**config.mk**
```make
export PLATFORM = sky130hd
export DESIGN_NAME = fifo_push_arbiter_flat
export DESIGN_NICKNAME = d
export VERILOG_FILES = /design/src/rtl/fifo_push_arbiter_if.sv /design/src/rtl/fifo_push_arbiter.sv /design/src/flat_wrapper.sv
export SDC_FILE = /design/constraint.sdc
export NUM_CORES = 1
export LEC_CHECK = 0
export BUFFER_PORTS_ARGS = -buffer_cell sky130_fd_sc_hd__buf_4
export CORE_UTILIZATION = 49
export CTS_CLUSTER_SIZE = 20
export DETAILED_ROUTE_END_ITERATION = 12
export PLACE_DENSITY = 0.84
export SLEW_MARGIN = 10
export SYNTH_ARGS = -nofsm -noshare
export SYNTH_HDL_FRONTEND = slang
export SYNTH_SLANG_ARGS = --single-unit
```
**constraint.sdc**
```tcl
create_clock -name clk -period 5 [get_ports clk]
set_clock_uncertainty 0.15 [all_clocks]
set_input_delay 0.5 -clock clk [delete_from_list [all_inputs] [get_ports clk]]
set_output_delay 0.5 -clock clk [all_outputs]
set_load 0.005 [all_outputs]
```
**src/rtl/fifo_push_arbiter_if.sv**
```systemverilog
// Producer-side request bus plus FIFO push/clear/pop wiring shared by the
// push arbiter. The master modport is the environment (producers, consumer,
// flush source); the slave modport is the arbiter itself.
interface fifo_push_arbiter_if #(
   parameter int NREQ  = 4,
   parameter int WIDTH = 8,
   parameter int DEPTH = 8,
   parameter int CNTW  = $clog2(DEPTH) + 1
);
   localparam int GW = $clog2(NREQ);

   logic [NREQ-1:0]       req_valid;
   logic [NREQ*WIDTH-1:0] req_data;
   logic [NREQ-1:0]       req_ready;
   logic                  flush;
   logic                  fifo_pop;
   logic                  fifo_push;
   logic [WIDTH-1:0]      fifo_data;
   logic                  fifo_clr;
   logic [GW-1:0]         grant_id;
   logic [CNTW-1:0]       level;
   logic                  pop_err;

   modport master (
      output req_valid, req_data, flush, fifo_pop,
      input  req_ready, fifo_push, fifo_data, fifo_clr, grant_id, level, pop_err
   );

   modport slave (
      input  req_valid, req_data, flush, fifo_pop,
      output req_ready, fifo_push, fifo_data, fifo_clr, grant_id, level, pop_err
   );
endinterface

```
**src/rtl/fifo_push_arbiter.sv**
```systemverilog
// Round-robin arbiter sharing one FIFO push port among NREQ requesters.
// A credit counter (level) covers both stored words and the in-flight
// registered push, so the FIFO never sees a push while full. Also sequences
// a two-cycle synchronous flush and flags pops issued against an empty FIFO.
module fifo_push_arbiter #(
   parameter int NREQ  = 4,
   parameter int WIDTH = 8,
   parameter int DEPTH = 8,
   parameter int CNTW  = $clog2(DEPTH) + 1
) (
   input logic                clk,
   input logic                rst,
   fifo_push_arbiter_if.slave bus
);
   localparam int GW = $clog2(NREQ);

   logic [GW-1:0]    rr_ptr_r;
   logic             flush_pend_r;
   logic [CNTW-1:0]  level_r;
   logic             push_r;
   logic [WIDTH-1:0] data_r;
   logic             clr_r;
   logic [GW-1:0]    gid_r;
   logic             pop_err_r;

   logic [WIDTH-1:0] lane_s [NREQ];
   logic [GW-1:0]    grant_s;
   logic [GW-1:0]    scan_idx_s;
   logic             found_s;
   logic             can_acc_s;
   logic             acc_s;
   logic             pop_s;
   logic [CNTW-1:0]  level_nxt_s;
   logic [GW-1:0]    rr_nxt_s;
   logic [NREQ-1:0]  req_ready_s;

   for (genvar i = 0; i < NREQ; i++) begin : g_lane
      assign lane_s[i] = bus.req_data[i*WIDTH +: WIDTH];
   end

   // Scan requesters starting at rr_ptr; first valid one is the grant.
   always_comb begin
      grant_s    = {GW{1'b0}};
      found_s    = 1'b0;
      scan_idx_s = {GW{1'b0}};
      for (int k = 0; k < NREQ; k++) begin
         scan_idx_s = GW'((int'(rr_ptr_r) + k) % NREQ);
         if (!found_s && bus.req_valid[scan_idx_s]) begin
            grant_s = scan_idx_s;
            found_s = 1'b1;
         end else begin
            found_s = found_s;
         end
      end
   end

   // Accept only with a free credit, outside reset and outside any flush;
   // fifo_pop deliberately does not feed this path.
   always_comb begin
      can_acc_s = rst & (level_r < CNTW'(DEPTH)) & ~bus.flush & ~flush_pend_r;
      acc_s     = can_acc_s & found_s;
      pop_s     = bus.fifo_pop & (level_r != CNTW'(0));
      rr_nxt_s  = GW'((int'(grant_s) + 1) % NREQ);
   end

   // Credit update: +1 per accept, -1 per legal pop, net zero when both.
   always_comb begin
      level_nxt_s = level_r;
      case ({acc_s, pop_s})
         2'b10:   level_nxt_s = level_r + CNTW'(1);
         2'b01:   level_nxt_s = level_r - CNTW'(1);
         default: level_nxt_s = level_r;
      endcase
   end

   // One-hot ready toward the granted requester, zero when not accepting.
   always_comb begin
      req_ready_s = {NREQ{1'b0}};
      if (acc_s) begin
         req_ready_s[grant_s] = 1'b1;
      end else begin
         req_ready_s = {NREQ{1'b0}};
      end
   end

   // State and registered FIFO-side outputs; flush forces the clear cycle
   // and discards credits, while reset holds the FIFO clear asserted.
   always_ff @(posedge clk or negedge rst) begin
      if (!rst) begin
         rr_ptr_r     <= {GW{1'b0}};
         flush_pend_r <= 1'b0;
         level_r      <= {CNTW{1'b0}};
         push_r       <= 1'b0;
         data_r       <= {WIDTH{1'b0}};
         clr_r        <= 1'b1;
         gid_r        <= {GW{1'b0}};
         pop_err_r    <= 1'b0;
      end else begin
         clr_r        <= bus.flush;
         flush_pend_r <= bus.flush;
         pop_err_r    <= pop_err_r | (bus.fifo_pop & (level_r == CNTW'(0)) &
                                      ~bus.flush & ~flush_pend_r);
         if (bus.flush) begin
            push_r   <= 1'b0;
            level_r  <= {CNTW{1'b0}};
            rr_ptr_r <= {GW{1'b0}};
         end else begin
            push_r  <= acc_s;
            level_r <= level_nxt_s;
            if (acc_s) begin
               data_r   <= lane_s[grant_s];
               gid_r    <= grant_s;
               rr_ptr_r <= rr_nxt_s;
            end else begin
               rr_ptr_r <= rr_ptr_r;
            end
         end
      end
   end

   assign bus.req_ready = req_ready_s;
   assign bus.fifo_push = push_r;
   assign bus.fifo_data = data_r;
   assign bus.fifo_clr  = clr_r;
   assign bus.grant_id  = gid_r;
   assign bus.level     = level_r;
   assign bus.pop_err   = pop_err_r;
endmodule

```
**src/flat_wrapper.sv**
```systemverilog
// flat-port wrapper written by rule: the top's interface ports become plain ports
module fifo_push_arbiter_flat 
#(
   parameter int NREQ  = 4,
   parameter int WIDTH = 8,
   parameter int DEPTH = 8,
   parameter int CNTW  = $clog2(DEPTH) + 1
)
  (clk, rst, bus_req_valid, bus_req_data, bus_flush, bus_fifo_pop, bus_req_ready, bus_fifo_push, bus_fifo_data, bus_fifo_clr, bus_grant_id, bus_level, bus_pop_err);
  fifo_push_arbiter_if #(.NREQ(NREQ), .WIDTH(WIDTH), .DEPTH(DEPTH), .CNTW(CNTW)) bus_i ();
  input logic clk;
  input logic rst;
  input wire logic [$bits(bus_i.req_valid)-1:0] bus_req_valid;
  input wire logic [$bits(bus_i.req_data)-1:0] bus_req_data;
  input wire logic [$bits(bus_i.flush)-1:0] bus_flush;
  input wire logic [$bits(bus_i.fifo_pop)-1:0] bus_fifo_pop;
  output wire logic [$bits(bus_i.req_ready)-1:0] bus_req_ready;
  output wire logic [$bits(bus_i.fifo_push)-1:0] bus_fifo_push;
  output wire logic [$bits(bus_i.fifo_data)-1:0] bus_fifo_data;
  output wire logic [$bits(bus_i.fifo_clr)-1:0] bus_fifo_clr;
  output wire logic [$bits(bus_i.grant_id)-1:0] bus_grant_id;
  output wire logic [$bits(bus_i.level)-1:0] bus_level;
  output wire logic [$bits(bus_i.pop_err)-1:0] bus_pop_err;
  assign bus_i.req_valid = bus_req_valid;
  assign bus_i.req_data = bus_req_data;
  assign bus_i.flush = bus_flush;
  assign bus_i.fifo_pop = bus_fifo_pop;
  assign bus_req_ready = bus_i.req_ready;
  assign bus_fifo_push = bus_i.fifo_push;
  assign bus_fifo_data = bus_i.fifo_data;
  assign bus_fifo_clr = bus_i.fifo_clr;
  assign bus_grant_id = bus_i.grant_id;
  assign bus_level = bus_i.level;
  assign bus_pop_err = bus_i.pop_err;
  fifo_push_arbiter #(.NREQ(NREQ), .WIDTH(WIDTH), .DEPTH(DEPTH), .CNTW(CNTW)) u_core (.clk(clk), .rst(rst), .bus(bus_i));
endmodule
```
# ---- Word level (Yosys, flattened, before mapping)
# Cells that the tools add are included.
dict set report word_totals {
  ff_bits 20
  input_bits 40
  out_inout_bits 21
  word_cells 75
}
dict set report classes {
  add_sub_neg 6
  n_lt_le_gt_ge 8
  n_eq_ne 2
  mux 27
  bitwise 12
  reduce_logical 12
}
# cell n
set op_table {}
lappend op_table {{$bmux W8 S2} 1}
lappend op_table {{$mux W8} 2}
lappend op_table {{$lt A2 B3 Y1 const B} 5}
lappend op_table {{$mux W2} 6}
lappend op_table {{$mux W1} 10}
lappend op_table {{$and A1 B1 Y1} 8}
lappend op_table {{$bmux W1 S2} 4}
lappend op_table {{$mux W4} 2}
lappend op_table {{$pmux W4 S2} 1}
lappend op_table {{$add A2 B1 Y2 const B} 2}
lappend op_table {{$add A2 B2 Y2 const B} 2}
lappend op_table {{$add A4 B1 Y4 const B} 1}
lappend op_table {{$logic_and A1 B1 Y1} 4}
lappend op_table {{$logic_not A4 Y1} 1}
lappend op_table {{$lt A4 B4 Y1 const B} 1}
lappend op_table {{$reduce_bool A4 Y1} 1}
lappend op_table {{$sub A4 B1 Y4 const B} 1}
lappend op_table {{$ge A3 B3 Y1 const B} 1}
lappend op_table {{$logic_not A1 Y1} 3}
lappend op_table {{$not A2 Y3} 1}
lappend op_table {{$reduce_bool A3 Y1} 1}
lappend op_table {{$demux W1 S2} 1}
lappend op_table {{$eq A2 B1 Y1 const B} 1}
lappend op_table {{$eq A2 B2 Y1 const B} 1}
lappend op_table {{other kinds (5)} 6}

# ---- Logic depth before layout (Yosys ltp)
dict set report logic_depth {
  word_depth 17
  mapped_depth 8
  mapped_depth_nobuf 7
}

# ---- Worst setup path before layout
# OpenSTA, ideal clock, no wires.
dict set report synth_timing {
  kind {input -> register}
  from {input port bus_req_valid[1]}
  to {register u_core.level_r[2] (netlist: u_core.bus.level[2])}
  setup_time_ps 121
  arrival_ps 2203
  t_required_ps 4729
  setup_slack_ps 2526
  cell_stages 7
  path_buffers 1
  cell_sequence {or4_4 > buf_6 > a21oi_4 > ha_1 > or3_2 > nand3_1 > a21oi_1}
}
dict set report synth_between {
  elab_chain_cells 16
  elab_cells_between_ends 24
  classes_between {eq/ne: 2; mux: 14; bitwise: 1; reduce/logical: 7}
}
# item line_no
set synth_lines {}
lappend synth_lines {{from (decl)} flat_wrapper.sv:13} ;# input wire logic [$bits(bus_i.req_valid)-1:0] bus_req_valid;
lappend synth_lines {{$bmux W1 S2} fifo_push_arbiter.sv:48} ;# if (!found_s && bus.req_valid[scan_idx_s]) begin
lappend synth_lines {{$mux W1 (not written as such)} fifo_push_arbiter.sv:48}
lappend synth_lines {{$mux W1} fifo_push_arbiter.sv:48}
lappend synth_lines {{$logic_not A1 Y1} fifo_push_arbiter.sv:48}
lappend synth_lines {{$logic_and A1 B1 Y1} fifo_push_arbiter.sv:48}
lappend synth_lines {{$mux W1} fifo_push_arbiter.sv:48}
lappend synth_lines {{$logic_not A1 Y1} fifo_push_arbiter.sv:48}
lappend synth_lines {{$logic_and A1 B1 Y1} fifo_push_arbiter.sv:48}
lappend synth_lines {{$mux W1} fifo_push_arbiter.sv:48}
lappend synth_lines {{$logic_not A1 Y1} fifo_push_arbiter.sv:48}
lappend synth_lines {{$logic_and A1 B1 Y1} fifo_push_arbiter.sv:48}
lappend synth_lines {{$mux W1 (*)} fifo_push_arbiter.sv:48}
lappend synth_lines {{$and A1 B1 Y1 (*)} fifo_push_arbiter.sv:61} ;# acc_s = can_acc_s & found_s;
lappend synth_lines {{$eq A2 B1 Y1 / $eq A2 B2 Y1 (equally long branches)} fifo_push_arbiter.sv:69} ;# case ({acc_s, pop_s})
lappend synth_lines {{$pmux W4 S2} fifo_push_arbiter.sv:69}
lappend synth_lines {{$mux W4} fifo_push_arbiter.sv:103} ;# if (bus.flush) begin
lappend synth_lines {{to (signal assigned)} fifo_push_arbiter.sv:92} ;# level_r <= {CNTW{1'b0}};
lappend synth_lines {{to (signal assigned)} fifo_push_arbiter.sv:105} ;# level_r <= {CNTW{1'b0}};
lappend synth_lines {{to (signal assigned)} fifo_push_arbiter.sv:109} ;# level_r <= level_nxt_s;
lappend synth_lines {{to (decl)} fifo_push_arbiter.sv:19} ;# logic [CNTW-1:0] level_r;
# Every way passes the cells marked *; elsewhere a longest branch is shown, timed or not. The select of a mux whose other input is x is not followed.
# A chain may end at the register's enable or synchronous reset.

# ---- Worst setup path in the final report
dict set report layout_timing {
  from {input port rst}
  to {register u_core.level_r[2] (netlist: u_core.bus.level[2])}
}
dict set report layout_between {
  elab_chain_cells 7
  elab_cells_between_ends 9
  classes_between {eq/ne: 2; mux: 2; bitwise: 4; reduce/logical: 1}
}
# item line_no
set layout_lines {}
lappend layout_lines {{from (decl)} flat_wrapper.sv:12} ;# input logic rst;
lappend layout_lines {{$and A1 B1 Y1 (*) (3 in series)} fifo_push_arbiter.sv:60} ;# can_acc_s = rst & (level_r < CNTW'(DEPTH)) & ~bus.flush & ~flush_pend_r;
lappend layout_lines {{$and A1 B1 Y1 (*)} fifo_push_arbiter.sv:61}
lappend layout_lines {{$eq A2 B1 Y1 / $eq A2 B2 Y1 (equally long branches)} fifo_push_arbiter.sv:69}
lappend layout_lines {{$pmux W4 S2} fifo_push_arbiter.sv:69}
lappend layout_lines {{$mux W4} fifo_push_arbiter.sv:103}
# Every way passes the cells marked *; elsewhere a longest branch is shown, timed or not.

==> summary.md <==
| Metric | Value |
|---|---|
| Number of flops mapped to enable cells by yosys | 0 |
| MaxCap Viol Count | 0 |
| Number of storage elements in the synthesis netlist | 20 |
| Area of the die | 2840 µm² |
| Cell variety after synth | 37 |
| TritonCTS clock tree | yes |
| Met1 demand-to-capacity share in global routing | 0.298 |
| CTS Buf Count | 3 |
| Worst Path Max Fanout | 21 |
| Arrival time of the worst setup path | 2920 ps |
| Total wire length | 3320 µm |
| Synthesized area per cell | 10.6 µm² |
| Number of nets in the finished design | 230 |
| Placed Cells | 208 |
| Pins Over Slew Limit | 0 |
| Initial Utilization | 0.521 |
| RSZ-0062 raised after global routing | no |
| Multi-input gate area in the final layout | 739 µm² |
| Final setup fails | 0 |
| Slew Limit Headroom | 0.638 |
| Vias in the first global route | 1096 |
| Sinks on the clock net | 20 |
| Final critical delay including setup and external delays | 2860 ps |
| Largest family of logic cells by synthesized area | compound AO/OA/AOI/OAI gates |
| Clock slew seen by the registers of the worst setup and hold paths | 110 ps |
| Number of instances on the worst hold path | 1 |
| WHS Endpoint | u_core.bus.fifo_clr$_DFF_PN1_ |
| Largest stage delay on the critical path | 530 ps |
| Leading post-synthesis cells by cell area | dfrtp_1 (37%), mux2i_1 (13%), o221ai_1 (6.1%) |
| Capturing point of the worst reg2reg path | u_core.bus.level[2]$_DFFE_PN0P_ |
| Via count normalized by instance count | 5.59 |
| Number of antenna violations at the first check in global routing | 0 |
| Clk pwr share | 0.149 |
| Final total power | 636 µW |
| Startpoint Class | input pin |
| Fraction of power consumed by sequential logic | 0.394 |
| Hold Path Class | input pin to flip-flop |
| Via count | 1190 |
| Async S/R FF share, synth | 1.00 |
| HPWL after detailed placement | 2550 µm |
| Wire length of the first global-routing pass | 4930 µm |
| Postcts setup bufs | 0 |
| Crit path kind | input pin to flip-flop |
| Share of cells above drive strength 1 | 0.448 |
| Global router's overall resource usage | 0.246 |
| Launch instance of the worst register-to-register path | u_core.bus.level[3]$_DFFE_PN0P_ |
| Final estimated routing congestion in global placement | 0.751 |
| Hold Crit Start | bus_flush |
| Number of iterations in the first detailed-routing pass | 4 |
| Nature of the critical path endpoint | flip-flop |
| Sw frac | 0.356 |
| Share of synthesized cell area in full adder, half adder and majority cells | 0.0581 |
| Buffer levels on the longest clock path | 2 |
| Maximum number of pins on one net before global-route repair | 22 |
| # resized after CTS | 0 |
| Count of antenna diodes in the layout | 0 |
| Global-route met2 utilization | 0.442 |
| Number of warning messages in the yosys log | 0 |
| Highest ir drop seen on vdd | 0.279 mV |
| Routing usage on met3 | 0.0259 |
| # IOs | 61 |
| Cell with the largest stage delay on the worst path | dlygate4sd3_1 |
| List of cells traversed by the critical path | dlygate4sd3_1, buf_4, nor4b_4, a21oi_4, ha_1, or3_2, nand3_1, a21oi_1 |
| Total grt overflow | 0 |
| Compound-gate portion of the synthesized area | 0.187 |
| Core region area | 2480 µm² |
| Cell chosen for the clock root | clkbuf_4 |
| Quantity of I/O buffers inserted on ports | 60 |
| Run status | finished clean |
| Final Hold Viols | 0 |
| Post-synthesis instance total | 122 |
| Maximum frequency from static timing analysis | 349 MHz |
| Post-route ant nets | 0 |
| Final Instance Count excl. Fillers | 213 |
| Mux contribution to synthesized area | 0.132 |
| Required time worst endpoint | 5050 ps |
| Post-synthesis share of cell area spent on xor and xnor gates | 0.0262 |
| Path depth of the worst reg2reg path | 6 |
| Cts hold-fix bufs | 1 |
| Synth top area share | 0.368 |
| Post-Syn Nets | 168 |
| Leakage power summed over all cells | 0.000960 µW |
| Clock insertion delay at the later pin of the skew report | 310 ps |
| Simple logic cell fraction of the synthesized area | 0.159 |
| Setup TNS after final layout | 0 ps |
| Area occupied by registers | 502 µm² |
| Tightest Pin Transition | 542 ps |
| Post-DR wirelength/cell | 15.6 µm |
| Setup slack of the most critical reg-to-reg path | 2530 ps |
| Count of fill cells added during filler insertion | 185 |
| Most utilized layer in the global route result | met2 |
| Relative contribution of combinational cells to total power | 0.456 |
| Final worst hold slack | 212 ps |
| Yosys top cell by area | dfrtp_1 |
| Maximum level of the CTS H-tree | 1 |
| 1st-iter DRT viols | 9 |
| Share of the cycle needed by the critical path after routing | 0.573 |
| Number of placement rows | 18 |
| Area growth from synthesis to layout | 39.8% |
| Commonest register cell after synthesis | dfrtp_1 |
| Int Pwr | 409 µW |
| Die Ht | 53.3 µm |
| Cell area after technology mapping | 1290 µm² |
| Power density over cell area | 352 nW/µm² |
| Sequential element share of the synthesized area | 0.389 |
| Floorplan die width | 53.3 µm |
| Post-detailed-route DRC marker count | 0 |
| Net Sw Power | 227 µW |
==> critical path, delay by kind of cell <==
family | cells | cell delay [ps]
adders and majority gates | 1 | 350
buffers and inverters | 2 | 800
and+or+nand+nor | 3 | 1050
AOI/OAI and AO/OA | 2 | 200
==> layout by cell type, fill, tap and decap left out, drive strengths merged, types with 2 or more instances in the layout <==
cell	count
mux2i	17
nand2	19
buf	61
a21oi	5
o21ai	4
dfrtp	19
nor2b	2
nor2	5
xnor2	3
inv	6
and3	4
o221ai	9
clkbuf	4
a211oi	2
ha	6
==> stage by stage <==
step	area [µm²]	setup WS, ps	util
after detailed placement	1760	2280	0.710
after global placement	1760	2340	0.710
after floorplan	1290	2530	-
after global routing	1810	2000	0.729
after CTS	1810	2130	0.729
final	1810	2140	0.729
==> metal layers <==
| layer | vias up | share of wire |
|---|---|---|
| li1 | 574 | - |
| met1 | 578 | 0.40 |
| met2 | 33 | 0.55 |
| met3 | 5 | 0.037 |
| met4 | 0 | 0.011 |
| met5 | - | 0 |
==> power groups by stage <==
stage               Combinational [µW]  Clock [µW]  Sequential, µW
finish                             290        95.0             251
global route                       317         103             257
global placement                   276           0             250
detailed placement                 289           0             254
CTS                                292        96.7             250
floorplan                          158           0             251
==> Yosys cell counts, types with 2 or more instances <==
cell type,number
a21oi_1,4
and3_2,4
buf_4,2
buf_6,2
dfrtp_1,19
ha_1,6
inv_1,5
mux2i_1,17
nand2_1,18
nor2_1,5
nor2b_1,2
o21ai_0,4
o221ai_1,9
xnor2_1,2
==> logic make-up after synthesis <==
kind of cell,count (synthesis)
muxes,17
DFF,20
and+or+nand+nor,37
adders and majority gates,6
buffers and inverters,11
xor gates and xnor gates,3
AOI/OAI and AO/OA,28
==> how the worst max path moves through the flow <==
| stage | start | endpoint | cells after the start |
|---|---|---|---|
| floorplan | bus_req_valid[1] | u_core.bus.level[2]$_DFFE_PN0P_ | 7 |
| global placement | bus_req_valid[1] | bus_req_ready[3] | 9 |
| detailed placement | bus_req_valid[1] | bus_req_ready[2] | 9 |
| CTS | rst | u_core.bus.level[2]$_DFFE_PN0P_ | 8 |
| global route | rst | u_core.bus.fifo_data[1]$_DFFE_PN0P_ | 7 |
| finish | rst | u_core.bus.level[2]$_DFFE_PN0P_ | 8 |
==> final cells by class <==
class	count	area share
inverters	6	0.0125
repair buffers	62	0.259
flip-flops and latches	20	0.278
multi-input cells	91	0.410
well taps	30	0.0208
clock buffers	4	0.0201
==> sequential cells by signal, summed over array words and instances, names as in the netlist <==
| register | cells |
|---|---|
| u_core.bus.fifo_data | 8 |
| u_core.bus.level | 4 |
| u_core.bus.grant_id | 2 |
| u_core.rr_ptr_r | 2 |
| u_core.bus.fifo_clr | 1 |
| u_core.bus.fifo_push | 1 |
| u_core.bus.pop_err | 1 |
| u_core.flush_pend_r | 1 |
No activity file was read; power rests on OpenSTA's default activity.
